===== config.mk =====
export PLATFORM = sky130hd
export DESIGN_NAME = crop_window
export DESIGN_NICKNAME = d
export VERILOG_FILES = /design/src/rtl/crop_window.sv
export SDC_FILE = /design/constraint.sdc
export NUM_CORES = 1
export LEC_CHECK = 0
export ABC_AREA = 0
export BUFFER_PORTS_ARGS = -buffer_cell sky130_fd_sc_hd__buf_2
export CORE_MARGIN = 1.5
export CORE_UTILIZATION = 55
export CTS_BUF_LIST = sky130_fd_sc_hd__clkbuf_8
export DETAILED_ROUTE_END_ITERATION = 8
export PLACE_DENSITY = 0.75
export SETUP_SLACK_MARGIN = 0.15
export SLEW_MARGIN = 5
export SYNTH_ARGS = -nofsm -noshare
export SYNTH_HDL_FRONTEND = slang
export SYNTH_SLANG_ARGS = --single-unit

===== constraint.sdc =====
create_clock -name clk -period 12.3 [get_ports clk]
set_input_delay 2.46 -clock clk [delete_from_list [all_inputs] [get_ports clk]]
set_output_delay 2.46 -clock clk [all_outputs]
set_load 0.005 [all_outputs]

===== src/rtl/crop_window.sv =====
// crop_window: keeps only the pixels of a DVP-style vs/de/data stream that
// fall inside a run-time rectangle (x, y, w, h). The window is latched at each
// vs rising edge so the settings stay stable for the whole frame. Outputs are
// registered with exactly one cycle of latency. frame_short flags a frame that
// ended before every window line reached its last kept column.
module crop_window #(
  parameter int DATA_W = 24,
  parameter int CNT_W  = 12
) (
  input  logic              clk,
  input  logic              rst_n,
  input  logic              EN,
  input  logic [CNT_W-1:0]  crop_x,
  input  logic [CNT_W-1:0]  crop_y,
  input  logic [CNT_W-1:0]  crop_w,
  input  logic [CNT_W-1:0]  crop_h,
  input  logic              pre_vs,
  input  logic              pre_de,
  input  logic [DATA_W-1:0] pre_data,
  output logic              post_vs,
  output logic              post_de,
  output logic [DATA_W-1:0] post_data,
  output logic              frame_short
);

  localparam logic [CNT_W-1:0] CNT_MAX = '1;

  // input history for edge detection
  logic vs_q;
  logic de_q;

  // per-frame shadow copy of the window settings
  logic             en_s_q;
  logic [CNT_W-1:0] xs_q;
  logic [CNT_W-1:0] ys_q;
  logic [CNT_W-1:0] ws_q;
  logic [CNT_W-1:0] hs_q;

  // position counters and full-line bookkeeping
  logic [CNT_W-1:0] px_q, px_d;
  logic [CNT_W-1:0] ly_q, ly_d;
  logic [CNT_W-1:0] kept_q, kept_d;
  logic             hit_q, hit_d;
  logic             fs_q, fs_d;

  // registered outputs
  logic              post_vs_q;
  logic              post_de_q;
  logic [DATA_W-1:0] post_data_q;

  logic           vs_rise;
  logic           de_fall;
  logic [CNT_W:0] x_end;
  logic [CNT_W:0] y_end;
  logic [CNT_W:0] x_last;
  logic           in_win;
  logic           keep;
  logic           last_col;

  assign vs_rise = pre_vs & ~vs_q;
  assign de_fall = de_q & ~pre_de;

  // Window ends are one bit wider so a window running past the counter range
  // clips instead of wrapping back to small coordinates.
  assign x_end  = {1'b0, xs_q} + {1'b0, ws_q};
  assign y_end  = {1'b0, ys_q} + {1'b0, hs_q};
  assign x_last = x_end - (CNT_W+1)'(1);

  assign in_win = ({1'b0, px_q} >= {1'b0, xs_q}) & ({1'b0, px_q} < x_end) &
                  ({1'b0, ly_q} >= {1'b0, ys_q}) & ({1'b0, ly_q} < y_end);

  assign keep = pre_de & ~pre_vs & (~en_s_q | in_win);

  // A line counts as fully kept once it delivers its last window column.
  // hit_q stops a saturated pixel counter from counting the same line twice.
  assign last_col = keep & en_s_q & ~hit_q & ({1'b0, px_q} == x_last);

  // edge history and shadow load at the start of each frame
  always_ff @(posedge clk) begin
    if (!rst_n) begin
      vs_q   <= 1'b0;
      de_q   <= 1'b0;
      en_s_q <= 1'b0;
      xs_q   <= '0;
      ys_q   <= '0;
      ws_q   <= '0;
      hs_q   <= '0;
    end else begin
      vs_q <= pre_vs;
      de_q <= pre_de;
      if (vs_rise) begin
        en_s_q <= EN;
        xs_q   <= crop_x;
        ys_q   <= crop_y;
        ws_q   <= crop_w;
        hs_q   <= crop_h;
      end
    end
  end

  // next-state for pixel/line counters, kept-line count and frame_short
  always_comb begin
    px_d   = px_q;
    ly_d   = ly_q;
    kept_d = kept_q;
    hit_d  = hit_q;
    fs_d   = fs_q;
    if (pre_vs) begin
      px_d  = '0;
      ly_d  = '0;
      hit_d = 1'b0;
    end else begin
      if (pre_de) begin
        px_d = (px_q == CNT_MAX) ? px_q : px_q + CNT_W'(1);
      end else begin
        px_d = '0;
      end
      if (de_fall && (ly_q != CNT_MAX)) begin
        ly_d = ly_q + CNT_W'(1);
      end
      if (!pre_de) begin
        hit_d = 1'b0;
      end else if (last_col) begin
        hit_d = 1'b1;
      end
      if (last_col && (kept_q != CNT_MAX)) begin
        kept_d = kept_q + CNT_W'(1);
      end
    end
    // Judge the ending frame against the window it was cropped with, then
    // restart the count for the new frame.
    if (vs_rise) begin
      fs_d   = en_s_q & (hs_q != '0) & (kept_q < hs_q);
      kept_d = '0;
    end
  end

  // counter state registers
  always_ff @(posedge clk) begin
    if (!rst_n) begin
      px_q   <= '0;
      ly_q   <= '0;
      kept_q <= '0;
      hit_q  <= 1'b0;
      fs_q   <= 1'b0;
    end else begin
      px_q   <= px_d;
      ly_q   <= ly_d;
      kept_q <= kept_d;
      hit_q  <= hit_d;
      fs_q   <= fs_d;
    end
  end

  // one-cycle output stage; dropped pixels leave zero on the data bus
  always_ff @(posedge clk) begin
    if (!rst_n) begin
      post_vs_q   <= 1'b0;
      post_de_q   <= 1'b0;
      post_data_q <= '0;
    end else begin
      post_vs_q   <= pre_vs;
      post_de_q   <= keep;
      post_data_q <= keep ? pre_data : '0;
    end
  end

  assign post_vs     = post_vs_q;
  assign post_de     = post_de_q;
  assign post_data   = post_data_q;
  assign frame_short = fs_q;

endmodule


== Yosys cells after proc, flatten, opt, wreduce, memory -nomap -nowiden ==
Cells that the tools add are included.

* Add/sub/neg operators: 6
* Multipliers: 0
* Div/mod/pow operators: 0
* Magnitude comparators: 5
* Equality and inequality tests: 4
* Shifts and indexed selects: 0
* Muxes and demuxes: 0
* Bitwise logic cells: 19
* Reduce and logical (&&, ||, !) cells: 8

{| class="wikitable"
|+ Operators with widths
! kind !! count
|-
| adder 12 x 1 -> 12 bit (second input constant) || 3
|-
| adder 12 x 12 -> 13 bit || 2
|-
| < comparator 12 x 13 -> 1 bit || 2
|-
| >= comparator 12 bit || 2
|-
| != test 12 bit (second input constant) || 2
|-
| == test 12 x 13 -> 1 bit || 1
|-
| subtractor 13 x 1 -> 13 bit (second input constant) || 1
|-
| AND 1 bit || 12
|-
| == test 12 bit (second input constant) || 1
|-
| < comparator 12 bit || 1
|-
| nonzero test 12 bit || 1
|-
| inverter 1 bit || 6
|-
| AND reduction 2 bit || 2
|-
| OR reduction 2 bit || 2
|-
| OR reduction 3 bit || 1
|-
| logical AND 1 bit || 2
|-
| bitwise OR 1 bit || 1
|}

* Bits in registers: 114
* Bits in latches: 0
* Memory bits (writable): 0
* ROM bits: 0
* Output and inout port bits: 27
* Logic and storage cells: 56
* Memories: 0

== Logic depth before layout (Yosys ltp) ==
* Word-level depth: 12
* Mapped depth: 21
* Gate-level depth less buffers: 20

== Least setup slack after synthesis ==
Ideal clock, no wire load.

* Kind: flip-flop to flip-flop
* From: register ys_q[1]
* To: register kept_q[11]
* Arrival: 4,790 ps
* Required time: 12,230 ps
* Slack: 7,440 ps
* Stages on the path, launching flop included: 22
* Period minus slack after synthesis: 4,860 ps
* Cells stage by stage: dfxtp_1 -> ha_1 -> a21o_1 -> a21oi_1 -> o21bai_1 -> a21oi_1 -> o21bai_1 -> a21oi_1 -> o21ai_0 -> o41a_1 -> xnor2_1 -> ha_1 -> a2111o_1 -> a211oi_1 -> o31a_1 -> a311oi_1 -> o41ai_1 -> o41ai_1 -> or4_1 -> buf_2 -> or4_1 -> a21oi_1

* Longest elaborated chain between the ends: 10

{| class="wikitable"
|+ RTL lines
! element !! RTL line !! source
|-
| start, declared || 35 || <nowiki>logic [CNT_W-1:0] ys_q;</nowiki>
|-
| start signal, assigned || 94 || <nowiki>ys_q <= crop_y;</nowiki>
|-
| adder 12 x 12 -> 13 bit / >= comparator 12 bit (equally long branches) || 66, 70 ||
|-
| < comparator 12 x 13 -> 1 bit / AND 1 bit (equally long branches) || 70, 69 ||
|-
| AND 1 bit * || 70 || <nowiki>({1'b0, ly_q} >= {1'b0, ys_q}) & ({1'b0, ly_q} < y_end);</nowiki>
|-
| bitwise OR 1 bit * || 72 || <nowiki>assign keep = pre_de & ~pre_vs & (~en_s_q | in_win);</nowiki>
|-
| AND 1 bit * || 72 ||
|-
| AND 1 bit * (3 in series) || 76 || <nowiki>assign last_col = keep & en_s_q & ~hit_q & ({1'b0, px_q} == x_last);</nowiki>
|-
| logical AND 1 bit * || 126 || <nowiki>if (last_col && (kept_q != CNT_MAX)) begin</nowiki>
|-
| AND reduction 2 bit (no source line) * || n/a ||
|-
| end signal, assigned || 149 || <nowiki>kept_q <= kept_d;</nowiki>
|-
| end, declared || 42 || <nowiki>logic [CNT_W-1:0] kept_q, kept_d;</nowiki>
|}

Mark *: on every way between the ends. The rest lies on a longest branch, timed or not.
A chain may end at the register's enable or synchronous reset.

== Worst setup path after layout ==
* From: register hs_q[1]
* To: register kept_q[11]

* Longest elaborated chain between the ends: 10

{| class="wikitable"
|+ RTL lines
! element !! RTL line !! source
|-
| start, declared || 37 || <nowiki>logic [CNT_W-1:0] hs_q;</nowiki>
|-
| start signal, assigned || 96 || <nowiki>hs_q <= crop_h;</nowiki>
|-
| adder 12 x 12 -> 13 bit || 66 || <nowiki>assign y_end = {1'b0, ys_q} + {1'b0, hs_q};</nowiki>
|-
| < comparator 12 x 13 -> 1 bit || 70 ||
|-
| AND 1 bit || 70 ||
|-
| bitwise OR 1 bit || 72 ||
|-
| AND 1 bit || 72 ||
|-
| AND 1 bit (3 in series) || 76 ||
|-
| logical AND 1 bit || 126 ||
|-
| AND reduction 2 bit (no source line) || n/a ||
|}

No other way between the ends.

==> out/summary.md <==
The run finished with clean final reports. CTS buffer count: 17. The total congestion overflow was 0; the post-synthesis sequential element count was 114. The core region is 0.0128 sq mm. In this run the number of H-tree levels came out at 4. The count of final hold-check violations came out at 0.

Summed over all nets, the half-perimeter wirelength after detailed placement is 12.7 mm. The highest ir drop seen on vdd came out at 0.0924 mV. After synthesis, the netlist uses 75 different library cells.

Final setup violation count: 0. The reported net switching power was 259 uW. Synthesis produced 867 cells. Max-cap violations in this run came to 0. The synthesized netlist occupies a cell area of 0.00732 sq mm.

On the final layout, the worst hold slack is 0.477 ns. The tools report the share of the core filled with cells in the final layout as 0.648. Measured along the y axis, the die boundary spans 118 um. The final period utilization works out to 0.435. Category of the most critical setup path: flop to flop. Global-route usage over all layers: 0.250. sky130_fd_sc_hd__dfxtp_1 takes more of the synthesized area than any other cell.

The tools report the number of remaining DRC errors as 0. The share of layout cells above drive strength 1 came out at 0.162. The area growth from synthesis to final layout was 13.6%; the clock sink count was 114. The minimum period implied by the final worst setup slack is 5.35 ns. The logs give 0 ns for the post-route setup TNS and 0.431 for the met2 track demand over resource in global routing. After synthesis, the cell types taking the most area are sky130_fd_sc_hd__dfxtp_1 (31%), sky130_fd_sc_hd__ha_1 (14%), sky130_fd_sc_hd__nand2_1 (6.8%). The remaining number of nets flagged by the antenna check after routing came out at 0. The worst hold path belongs to the class flop to flop.

The first global-routing pass estimated 28.3 mm of wire. The fraction of the yosys area taken by sequential cells came out at 0.312. The share of the synthesized area in the top cell type works out to 0.312. Setup repair after global routing left no endpoint under its margin.

The total I/O pin count was 104. During placement, the flow inserted port buffers numbering 103. The power density over the cells works out to 107 mW/mm^2.

From left edge to right edge, the die measures 118 um. Entering global routing, the biggest net connects 59 pins. During synthesis, Yosys emitted a total of 0 warnings.

The routability congestion estimate was 0.902. The flip-flop cell with the highest count after synthesis was sky130_fd_sc_hd__dfxtp_1. The final net count was 1121. The run gives 0.0140 sq mm as the floorplan die area.

The starting utilization of the core area came out at 0.571. STA puts the critical path data required time at 12.66 ns. The number of antenna diodes in the final layout is 0. The max-slew violation total from the final report came out at 0. Summed over all cells, the static leakage comes to 3.66 nW. The number of nets handed over by synthesis was 1030.

The logs give 0.304 for the met1 routing resource usage after global routing and 16.9 mm for the overall routed net length. The total number of vias came out at 6353. The tools report the clock group share of total power as 0.381. For the worst slew margin relative to its limit, the log shows 0.359. Post-CTS repair changed the size of 0 cells. The cell at the root of the clock tree was sky130_fd_sc_hd__clkbuf_8. For the pin with the worst max-slew slack, the measured transition is 0.962 ns. The via-per-instance ratio is 5.56, and the first-iteration detailed-routing DRC count is 268.

In this run the most used layer during global routing was met2. Dividing the synthesized area by the synthesized cell count gives 8.44 sq um. The clock passes through at most 2 buffers. The via count of the first global-routing pass was 6010; the number of buffers inserted for hold repair after clock tree synthesis was 0.

The number of setup buffers added after CTS is 0. The internal power summed over all cells came out at 628 uW. The highest fanout seen on the critical path is 9, and the share of synthesized flip-flops with an asynchronous set or reset is 0.

The clock-pin slew of the registers on the worst-case setup and hold paths was 0.07 ns; the number of inserted filler cells in the final layout was 1142. The average detailed-routed wire length per instance works out to 14.8 um. The power after layout is 887 uW. The power share of the sequential group came out at 0.441. The switching part of the total power was 0.292; the number of antenna violations at the first check in global routing was 0.

The global routing met3 resource utilization came out at 0.0541. Data on the critical path arrives at its endpoint at 5.71 ns. For the worst-case clock skew, the log shows 0.00833 ns.

The floorplan has 41 rows. The number of enable flip-flop cells after synthesis was 0. Based on the critical path, the design can be clocked at up to 0.187 GHz. TritonCTS built the clock tree. The part of the power in combinational logic came out at 0.177. The internal reg-to-reg setup slack came out at 6.95 ns. The kind of start point of the critical path was a flop. The clock latency at the later pin of the worst-skew pair came out at 0.43 ns.

The pre-antenna-repair detailed-routing pass consisted of 5 iterations. The worst setup path is captured at a flop.
[state kept, by name, summed over array words and instances, names as in the netlist]
| signal | count |
|---|---|
| de_q | 1 |
| en_s_q | 1 |
| frame_short | 1 |
| hit_q | 1 |
| hs_q | 12 |
| kept_q | 12 |
| ly_q | 12 |
| post_data | 24 |
| post_de | 1 |
| post_vs | 1 |
| px_q | 12 |
| ws_q | 12 |
| xs_q | 12 |
| ys_q | 12 |
[path summary, 6_finish.rpt]
path / startpoint / cells past startpoint / to
setup reg to reg: hs_q[1]$_SDFFE_PN0P_ / 20 / kept_q[11]$_SDFFE_PP0P_
hold reg to reg: ws_q[6]$_SDFFE_PN0P_ / 2 / ws_q[6]$_SDFFE_PN0P_
hold / removal: ws_q[6]$_SDFFE_PN0P_ / 2 / ws_q[6]$_SDFFE_PN0P_
setup / recovery: hs_q[1]$_SDFFE_PN0P_ / 20 / kept_q[11]$_SDFFE_PP0P_
[cell usage in the layout, fill, tap and decap left out, types with 6 or more instances in the layout]
cell / n
sky130_fd_sc_hd__a21boi_0: 50
sky130_fd_sc_hd__dfxtp_1: 114
sky130_fd_sc_hd__o31ai_1: 8
sky130_fd_sc_hd__nor2b_1: 7
sky130_fd_sc_hd__a211oi_1: 8
sky130_fd_sc_hd__a31oi_1: 7
sky130_fd_sc_hd__ha_1: 84
sky130_fd_sc_hd__nor3_1: 15
sky130_fd_sc_hd__o21a_1: 6
sky130_fd_sc_hd__nor2_1: 47
sky130_fd_sc_hd__and2_1: 27
sky130_fd_sc_hd__inv_1: 54
sky130_fd_sc_hd__and3_1: 8
sky130_fd_sc_hd__a21oi_1: 40
sky130_fd_sc_hd__xor2_1: 21
sky130_fd_sc_hd__o211ai_1: 8
sky130_fd_sc_hd__nand4_1: 16
sky130_fd_sc_hd__a21o_1: 16
sky130_fd_sc_hd__nand3b_1: 6
sky130_fd_sc_hd__buf_2: 103
sky130_fd_sc_hd__xnor2_1: 19
sky130_fd_sc_hd__nand2_1: 132
sky130_fd_sc_hd__o21ai_0: 22
sky130_fd_sc_hd__nand3_1: 23
sky130_fd_sc_hd__clkbuf_8: 17
sky130_fd_sc_hd__nor4_1: 7
[cells by family (layout without fill, tap and decap cells)]
logic type / after synthesis / in the layout / synth area share
AO/OA/AOI/OAI: 212 / 212 / 0.214
flip-flops: 114 / 114 / 0.312
multiplexers: 5 / 5 / 0.00684
adder cells (fa/ha/maj): 86 / 86 / 0.149
buffers and inverters: 86 / 189 / 0.0453
AND/OR/NAND/NOR: 320 / 320 / 0.213
XOR/XNOR: 44 / 44 / 0.0599
[layer usage]
layer	share of wire	wire (um)
met1	0.46	7720
met2	0.49	8200
met3	0.033	562
met4	0.025	420
met5	0	0
[cells in the mapped netlist, types with 5 or more instances]
cell type	number
sky130_fd_sc_hd__mux2i_1	5
sky130_fd_sc_hd__a31oi_1	7
sky130_fd_sc_hd__nor2b_1	8
sky130_fd_sc_hd__nand3_1	23
sky130_fd_sc_hd__nor2_1	47
sky130_fd_sc_hd__o21bai_1	5
sky130_fd_sc_hd__nand2_1	132
sky130_fd_sc_hd__and2_1	27
sky130_fd_sc_hd__a21o_1	16
sky130_fd_sc_hd__dfxtp_1	114
sky130_fd_sc_hd__nand4_1	16
sky130_fd_sc_hd__a21boi_0	50
sky130_fd_sc_hd__xnor2_1	19
sky130_fd_sc_hd__o21ai_0	22
sky130_fd_sc_hd__nor3_1	15
sky130_fd_sc_hd__a211oi_1	8
sky130_fd_sc_hd__a21oi_1	40
sky130_fd_sc_hd__and3_1	8
sky130_fd_sc_hd__clkbuf_1	28
sky130_fd_sc_hd__nor4_1	7
sky130_fd_sc_hd__o31ai_1	8
sky130_fd_sc_hd__inv_1	53
sky130_fd_sc_hd__o211ai_1	8
sky130_fd_sc_hd__nand3b_1	6
sky130_fd_sc_hd__ha_1	84
sky130_fd_sc_hd__xor2_1	21
sky130_fd_sc_hd__nand2b_1	5
sky130_fd_sc_hd__o21a_1	6
[metrics by stage]
step                std cells  instance area, sq um  setup WS (ns)
finish                   1142                  8320           6.95
floorplan                 867                  7320           7.44
CTS                      1142                  8320           6.95
global route             1142                  8320           6.61
detailed placement       1111                  7940           6.97
global placement         1111                  7940           7.05
[area by class of cell]
class / instances / area [sq um] / share of cell area
sequential: 114 / 2280 / 0.274
clock inverter: 14 / 141 / 0.0170
inverter: 53 / 199 / 0.0239
clock buffer: 17 / 234 / 0.0281
multi-input combinational: 667 / 4710 / 0.567
tap: 172 / 215 / 0.0259
timing repair buffer: 105 / 531 / 0.0638
[critical path: stages, from the launching register on]
cell and delay [ns]:
sky130_fd_sc_hd__dfxtp_1 0.39, sky130_fd_sc_hd__ha_1 0.25, sky130_fd_sc_hd__a21o_1 0.18, sky130_fd_sc_hd__a21oi_1 0.22, sky130_fd_sc_hd__o21bai_1 0.09, sky130_fd_sc_hd__a21oi_1 0.21
sky130_fd_sc_hd__o21bai_1 0.08, sky130_fd_sc_hd__a21oi_1 0.21, sky130_fd_sc_hd__o21ai_0 0.17, sky130_fd_sc_hd__o41a_1 0.34, sky130_fd_sc_hd__xnor2_1 0.13, sky130_fd_sc_hd__ha_1 0.20
sky130_fd_sc_hd__a2111o_1 0.40, sky130_fd_sc_hd__a211oi_1 0.21, sky130_fd_sc_hd__o31a_1 0.17, sky130_fd_sc_hd__a311oi_1 0.06, sky130_fd_sc_hd__o41ai_1 0.40, sky130_fd_sc_hd__o41ai_1 0.22
sky130_fd_sc_hd__or4_1 0.69, sky130_fd_sc_hd__or4_1 0.51, sky130_fd_sc_hd__a21oi_1 0.15
[power by group through the flow]
stage	Clock (mW)	Sequential (mW)	Combinational, mW
finish	0.338	0.391	0.157
global route	0.362	0.393	0.178
CTS	0.346	0.391	0.157
detailed placement	0	0.400	0.156
global placement	0	0.400	0.154
floorplan	0	0.396	0.115
Note: power is estimated with default switching activity, not from simulation.
